--- src/rtl/game_pkg.sv ---
// Shared definitions for the block/obstacle game: state encoding, screen bounds,
// obstacle geometry and the colour palette used by the pixel/colour logic.
// No logic of its own; imported by the sequencer and the spawn generator.
package game_pkg;

   // Round state encoding, also driven out on the sequencer's state port.
   typedef enum logic [1:0] {
      ST_IDLE = 2'd0,
      ST_PLAY = 2'd1,
      ST_HIT  = 2'd2,
      ST_OVER = 2'd3
   } state_t;

   // Visible window in raw hCount/vCount units.
   localparam int unsigned H_MIN = 144;
   localparam int unsigned H_MAX = 783;
   localparam int unsigned V_MIN = 35;
   localparam int unsigned V_MAX = 515;

   // Obstacle geometry. The spawn window keeps the whole obstacle on screen:
   // centre x lies in [H_MIN+OBS_HALF_W, H_MIN+OBS_HALF_W+SPAWN_RANGE-1].
   localparam int unsigned OBS_HALF_W  = 120;
   localparam int unsigned SPAWN_BASE  = H_MIN + OBS_HALF_W;
   localparam int unsigned SPAWN_RANGE = (H_MAX - H_MIN + 1) - 2 * OBS_HALF_W;

   // Obstacle parks at the horizontal screen centre out of reset.
   localparam logic [9:0] X_RESET = 10'((H_MIN + H_MAX) / 2);

   // 12-bit RGB palette shared with the colour logic.
   localparam logic [11:0] COL_BG    = 12'h000;
   localparam logic [11:0] COL_BLOCK = 12'h0F0;
   localparam logic [11:0] COL_OBS   = 12'hF00;
   localparam logic [11:0] COL_FLASH = 12'hFF0;

endpackage

--- src/rtl/obs_spawn_lfsr.sv ---
// Purpose: 10-bit Galois LFSR (x^10+x^7+1) mapped to an on-screen obstacle spawn x.
// Latency: LFSR steps one cycle after adv; spawn_x follows the current LFSR state combinationally.
// Backpressure: none; adv is a free-running pulse and is never refused.
// Ports: clk, rst (sync, active high), adv (step the LFSR), spawn_x (obstacle centre x candidate).
module obs_spawn_lfsr
   import game_pkg::*;
#(
   parameter logic [9:0] LFSR_SEED = 10'h2A5
) (
   input  logic       clk,
   input  logic       rst,
   input  logic       adv,
   output logic [9:0] spawn_x
);

   // Right-shifting Galois form: the bit shifted out toggles bits 9 and 6.
   localparam logic [9:0] TAPS = 10'h240;
   localparam logic [8:0] RANGE = 9'(SPAWN_RANGE);

   logic [9:0] lfsr;
   logic [8:0] c;

   always_ff @(posedge clk) begin
      if (rst) begin
         lfsr <= LFSR_SEED;
      end else if (adv) begin
         lfsr <= {1'b0, lfsr[9:1]} ^ (lfsr[0] ? TAPS : 10'd0);
      end
   end

   // Low 9 bits span 0..511; one conditional subtract folds them into 0..RANGE-1.
   always_comb begin
      c = lfsr[8:0];
      if (c >= RANGE) begin
         c = c - RANGE;
      end
   end

   assign spawn_x = 10'(SPAWN_BASE) + {1'b0, c};

endmodule

--- src/rtl/game_sequencer.sv ---
// Purpose: round controller - obstacle fall/respawn/speed ramp, collision, score, lives, move gating.
// Latency: every output is registered and reflects the causing edge one cycle later.
// Backpressure: none; frame_tick/start/pixel_overlap are sampled every cycle, never stalled.
// Ports: clk, rst (sync, active high), frame_tick, start, pixel_overlap in;
//        xpos_obs/ypos_obs (obstacle centre), move_en, score, lives, state, flash out.
module game_sequencer
   import game_pkg::*;
#(
   parameter int         SPEED_INIT = 2,
   parameter int         SPEED_MAX  = 8,
   parameter int         SPEED_STEP = 4,
   parameter int         LIVES_INIT = 3,
   parameter int         HIT_FRAMES = 60,
   parameter logic [9:0] LFSR_SEED  = 10'h2A5
) (
   input  logic       clk,
   input  logic       rst,
   input  logic       frame_tick,
   input  logic       start,
   input  logic       pixel_overlap,
   output logic [9:0] xpos_obs,
   output logic [9:0] ypos_obs,
   output logic       move_en,
   output logic [7:0] score,
   output logic [1:0] lives,
   output logic [1:0] state,
   output logic       flash
);

   localparam int                HC_W        = $clog2(HIT_FRAMES);
   localparam logic [HC_W-1:0]   HIT_CNT_TOP = HC_W'(HIT_FRAMES - 1);
   localparam logic [3:0]        SPEED_RST   = 4'(SPEED_INIT);
   localparam logic [3:0]        SPEED_CEIL  = 4'(SPEED_MAX);
   localparam logic [7:0]        STEP_MASK   = 8'(SPEED_STEP - 1);
   localparam logic [1:0]        LIVES_RST   = 2'(LIVES_INIT);
   localparam logic [9:0]        Y_SPAWN     = 10'(V_MIN);
   localparam logic [10:0]       Y_LIMIT     = 11'(V_MAX);

   state_t          st;
   logic [3:0]      speed;
   logic            hit_latch;
   logic [HC_W-1:0] hit_cnt;
   logic [9:0]      spawn_x;

   logic [10:0]     y_next;
   logic [7:0]      score_inc;
   logic            score_sat;
   logic            ramp;
   logic            hit_now;
   logic [HC_W-1:0] hit_cnt_dec;

   obs_spawn_lfsr #(
      .LFSR_SEED (LFSR_SEED)
   ) u_spawn (
      .clk     (clk),
      .rst     (rst),
      .adv     (frame_tick),
      .spawn_x (spawn_x)
   );

   // Fall step computed one bit wider so a step past the bottom edge cannot wrap.
   assign y_next      = {1'b0, ypos_obs} + {7'd0, speed};
   assign score_sat   = (score == 8'hFF);
   assign score_inc   = score + 8'd1;
   // Ramp only on a real increment landing on a multiple of the step size.
   assign ramp        = !score_sat && ((score_inc & STEP_MASK) == 8'd0) && (speed < SPEED_CEIL);
   // An overlap on the tick cycle itself belongs to the frame being closed.
   assign hit_now     = hit_latch | pixel_overlap;
   assign hit_cnt_dec = hit_cnt - HC_W'(1);

   assign state = st;

   always_ff @(posedge clk) begin
      if (rst) begin
         st        <= ST_IDLE;
         xpos_obs  <= X_RESET;
         ypos_obs  <= Y_SPAWN;
         score     <= 8'd0;
         lives     <= LIVES_RST;
         speed     <= SPEED_RST;
         hit_latch <= 1'b0;
         hit_cnt   <= '0;
         move_en   <= 1'b0;
         flash     <= 1'b0;
      end else begin
         case (st)
            // Start from IDLE or OVER opens a fresh round; a coincident tick
            // applies no motion, the transition takes the cycle.
            ST_IDLE, ST_OVER: begin
               if (start) begin
                  st        <= ST_PLAY;
                  score     <= 8'd0;
                  lives     <= LIVES_RST;
                  speed     <= SPEED_RST;
                  ypos_obs  <= Y_SPAWN;
                  hit_latch <= 1'b0;
                  move_en   <= 1'b1;
                  flash     <= 1'b0;
               end
            end
            ST_PLAY: begin
               if (frame_tick) begin
                  hit_latch <= 1'b0;
                  if (hit_now) begin
                     ypos_obs <= Y_SPAWN;
                     xpos_obs <= spawn_x;
                     move_en  <= 1'b0;
                     lives    <= lives - 2'd1;
                     if (lives == 2'd1) begin
                        st    <= ST_OVER;
                        flash <= 1'b1;
                     end else begin
                        st      <= ST_HIT;
                        hit_cnt <= HIT_CNT_TOP;
                        flash   <= HIT_CNT_TOP[3];
                     end
                  end else if (y_next > Y_LIMIT) begin
                     ypos_obs <= Y_SPAWN;
                     xpos_obs <= spawn_x;
                     if (!score_sat) begin
                        score <= score_inc;
                     end
                     if (ramp) begin
                        speed <= speed + 4'd1;
                     end
                  end else begin
                     ypos_obs <= y_next[9:0];
                  end
               end else begin
                  hit_latch <= hit_latch | pixel_overlap;
               end
            end
            ST_HIT: begin
               hit_latch <= 1'b0;
               if (frame_tick) begin
                  if (hit_cnt == '0) begin
                     st      <= ST_PLAY;
                     move_en <= 1'b1;
                     flash   <= 1'b0;
                  end else begin
                     hit_cnt <= hit_cnt_dec;
                     flash   <= hit_cnt_dec[3];
                  end
               end
            end
         endcase
      end
   end

endmodule

--- config.mk ---
export PLATFORM = sky130hd
export DESIGN_NAME = game_sequencer
export DESIGN_NICKNAME = d
export VERILOG_FILES = /design/src/rtl/game_pkg.sv /design/src/rtl/obs_spawn_lfsr.sv /design/src/rtl/game_sequencer.sv
export SDC_FILE = /design/constraint.sdc
export NUM_CORES = 1
export LEC_CHECK = 0
export CAP_MARGIN = 20
export CORE_ASPECT_RATIO = 0.9
export CORE_MARGIN = 5
export CORE_UTILIZATION = 55
export CTS_CLUSTER_DIAMETER = 100
export DETAILED_ROUTE_END_ITERATION = 10
export PLACE_DENSITY = 0.79
export SYNTH_ARGS = -nofsm -noshare
export SYNTH_HDL_FRONTEND = slang
export SYNTH_SLANG_ARGS = --single-unit
--- constraint.sdc ---
create_clock -name clk -period 5.7 [get_ports clk]
set_input_delay 0.57 -clock clk [delete_from_list [all_inputs] [get_ports clk]]
set_output_delay 0.57 -clock clk [all_outputs]
set_load 0.05 [all_outputs]
==> results.md <==
* # resized after CTS at 0
* Async S/R FF share, synth at 0
* Core Area at 5563 um^2
* Top cell type's share of synthesized area at 0.3550
* CTS tree: yes
* Synth area leader: dfxtp_1
* Avg Inst Size Synth at 8.162 um^2
* Clock latency on the worst-skew pair at 0.31 ns
* Initial antenna violation count at 0
* Cells after Synth at 380
* RSZ-0062 raised after global routing: false
* Fmax at 283.0 MHz
* Drt wl/cell at 14.54 um
* Final Power at 1.224 mW
* Fin. Hold Viols at 0
* CTS buffer count at 5
* Worst reg2reg path depth at 11
* # rows at 26
* Tmin final at 3.534 ns
* Worst VDD drop at 433.1 uV
* Initial Utilization at 0.5576
* Post-synth net total at 401
* Hold crit path type: flip-flop to flip-flop
* Antenna Nets Post-Route at 0
* Hold endpoint: flash
* Max-cap violation count at 0
* Routability cong. at 0.8665
* Post-synth EDFFs at 0
* Total GRT Usage at 0.1977
* Tightest Pin Transition at 1.029 ns
* Vias in the first global route at 2536
* Synth top area cells: dfxtp_1, ha_1, nand2_1, mux2i_1, nor2_1
* Pwr/cell area at 339.2 nW/um^2
* Max_slew headroom at 0.3143
* Clock Path Buffers at 2
* CP Max Fanout at 14
* CP Class: flip-flop to flip-flop
* Antenna cells at 0
* Initial DRC Count at 134
* Sequential share of the synthesized area at 0.3550
* # Post-CTS Setup Buffers at 0
* Area grow syn2layout at 16.34%
* Routed vias at 2751
* CTS Sinks at 55
* Setup_tns at 0 ns
* Worst Setup SP: speed[0]
* Die Width at 89.16 um
* FF-to-FF Start: speed[0]
* R2R Path End: score[5]
* Largest net degree at the start of global routing at 45
* Main synth FF type: dfxtp_1
* H-Tree Depth at 2
* Static Leak at 1.345 nW
* Hold Crit Start: flash
* Hold Buf Count CTS at 0
* Die Y at 81.24 um
* Status: finished clean
* Worst Path Required at 5.90 ns
* Slew Limit Fails at 0
* Critical Path End Type: flip-flop
* Period utilisation layout at 0.6199
* Library cells used by synthesis at 51
* Clk slew on worst S/H paths at 0.10 ns
* R2R Setup Slk at 2.17 ns
* CP Data Arrival Time at 3.73 ns
* Clk root buf: clkbuf_8
* Via density at 5.743
* PortBufs at 38
* Congestion Overflow GR at 0
* Drt total wl at 6963 um
* Detailed placement HPWL at 4718 um
* Hold Crit Depth at 2
* First-pass GRT wire length at 11590 um
* # IOs at 39
* Yosys reg bits at 55
* Yosys warnings at 0
* Die ar. at 7243 um^2
* 1st-pass router iterations at 4
* Cell Area, Synth at 3102 um^2
* Nets at 429
* Fraction of layout cells with a size suffix above 1 at 0.04890
* Finish-stage setup viols at 0
* # DRC at 0
* Setup Skew at 0.01047 ns
* Critical Path Source Type: flip-flop
## metrics by stage
stage / worst slack [ns] / hold WS (ns) / util / cells / cell area [um^2]
final: 2.166 / 0.4664 / 0.6487 / 479 / 3608
after detailed placement: 2.195 / 0.4612 / 0.6316 / 471 / 3513
after global placement: 2.342 / 0.4432 / 0.6316 / 471 / 3513
after floorplan: 2.241 / 0.4413 / - / 380 / 3102
after global routing: 1.834 / 0.5131 / 0.6487 / 479 / 3608
after CTS: 2.191 / 0.4785 / 0.6487 / 479 / 3608
## final cells by class
cell class / instances / area (um^2)
fill: 463 / 1954
multi-input combinational: 286 / 1847
sequential: 55 / 1101
timing repair buffer: 42 / 410.4
tap: 70 / 87.58
clock buffer: 7 / 86.33
inverter: 18 / 67.56
clock inverter: 1 / 8.758
## cell usage after synthesis (all sizes together), types with 3 or more instances
cell / instances
or3: 4
and4: 3
a211o: 3
clkbuf: 15
nand4: 6
o21ai: 16
nand3: 18
a311oi: 3
o311ai: 3
mux2i: 16
xnor2: 11
buf: 6
a21oi: 18
a31oi: 7
a22oi: 5
nor3b: 3
a21o: 5
or2: 5
a211oi: 8
and3: 5
nor3: 11
ha: 15
nor2: 33
dfxtp: 55
nand2b: 6
nor2b: 5
xor2: 4
nand2: 44
inv: 18
## cell families after synthesis
kind of cell / after synthesis / synth area share
AND/OR/NAND/NOR: 154 / 0.2465
AO/OA/AOI/OAI: 85 / 0.1880
flip-flops: 55 / 0.3550
buffers and inverters: 39 / 0.04961
multiplexers: 16 / 0.05163
adder cells (fa/ha/maj): 16 / 0.06696
XOR/XNOR: 15 / 0.04235
## worst max-delay path, cell delays in order, from the launching register on
cell,delay [ns]
dfxtp_1,0.42
ha_1,0.22
inv_1,0.06
fa_1,0.39
nand2b_1,0.18
a211oi_1,0.33
nor2b_1,0.20
or2_2,0.15
o41ai_4,0.08
a21oi_1,0.84
nand2b_1,0.15
o311ai_0,0.38
## layer usage
metal,GRT usage,share of wire,vias up,wire [um]
met5,0,0,-,0
met4,0.04464,0.0092,0,64
met3,0.03550,0.050,7,345
met2,0.3218,0.45,70,3141
met1,0.2725,0.49,1261,3412
li1,-,-,1413,-
## flip-flops by register name, indices dropped and copies added (netlist names)
signal,count
hit_cnt,6
xpos_obs,10
speed,4
state,2
ypos_obs,10
flash,1
u_spawn.lfsr,10
move_en,1
score,8
hit_latch,1
lives,2
## how the worst max path moves through the flow
stage,to,slack (ns),cells after the start
2_1_floorplan,ypos_obs[6],2.24,12
3_3_place_gp,ypos_obs[6],2.34,11
3_5_place_dp,score[5],2.20,11
4_1_cts,ypos_obs[6],2.19,11
5_1_grt,score[5],1.83,11
6_report,score[5],2.17,11
## power breakdown
part | internal (mW) | total [mW] | switching [mW]
clock network | 0.0999 | 0.226 | 0.126
logic | 0.181 | 0.536 | 0.355
registers | 0.426 | 0.462 | 0.0359
## layout by cell type (no fill, tap or decap), types with 6 or more instances in the layout
cell type,count
a211oi_1,8
a21oi_1,18
a31oi_1,7
clkbuf_8,6
clkdlybuf4s50_1,38
dfxtp_1,55
ha_1,15
inv_1,18
mux2i_1,16
nand2_1,44
nand2b_1,6
nand3_1,18
nand4_1,6
nor2_1,33
nor3_1,11
o21ai_0,15
xnor2_1,11
Note: power is estimated with default switching activity, not from simulation.
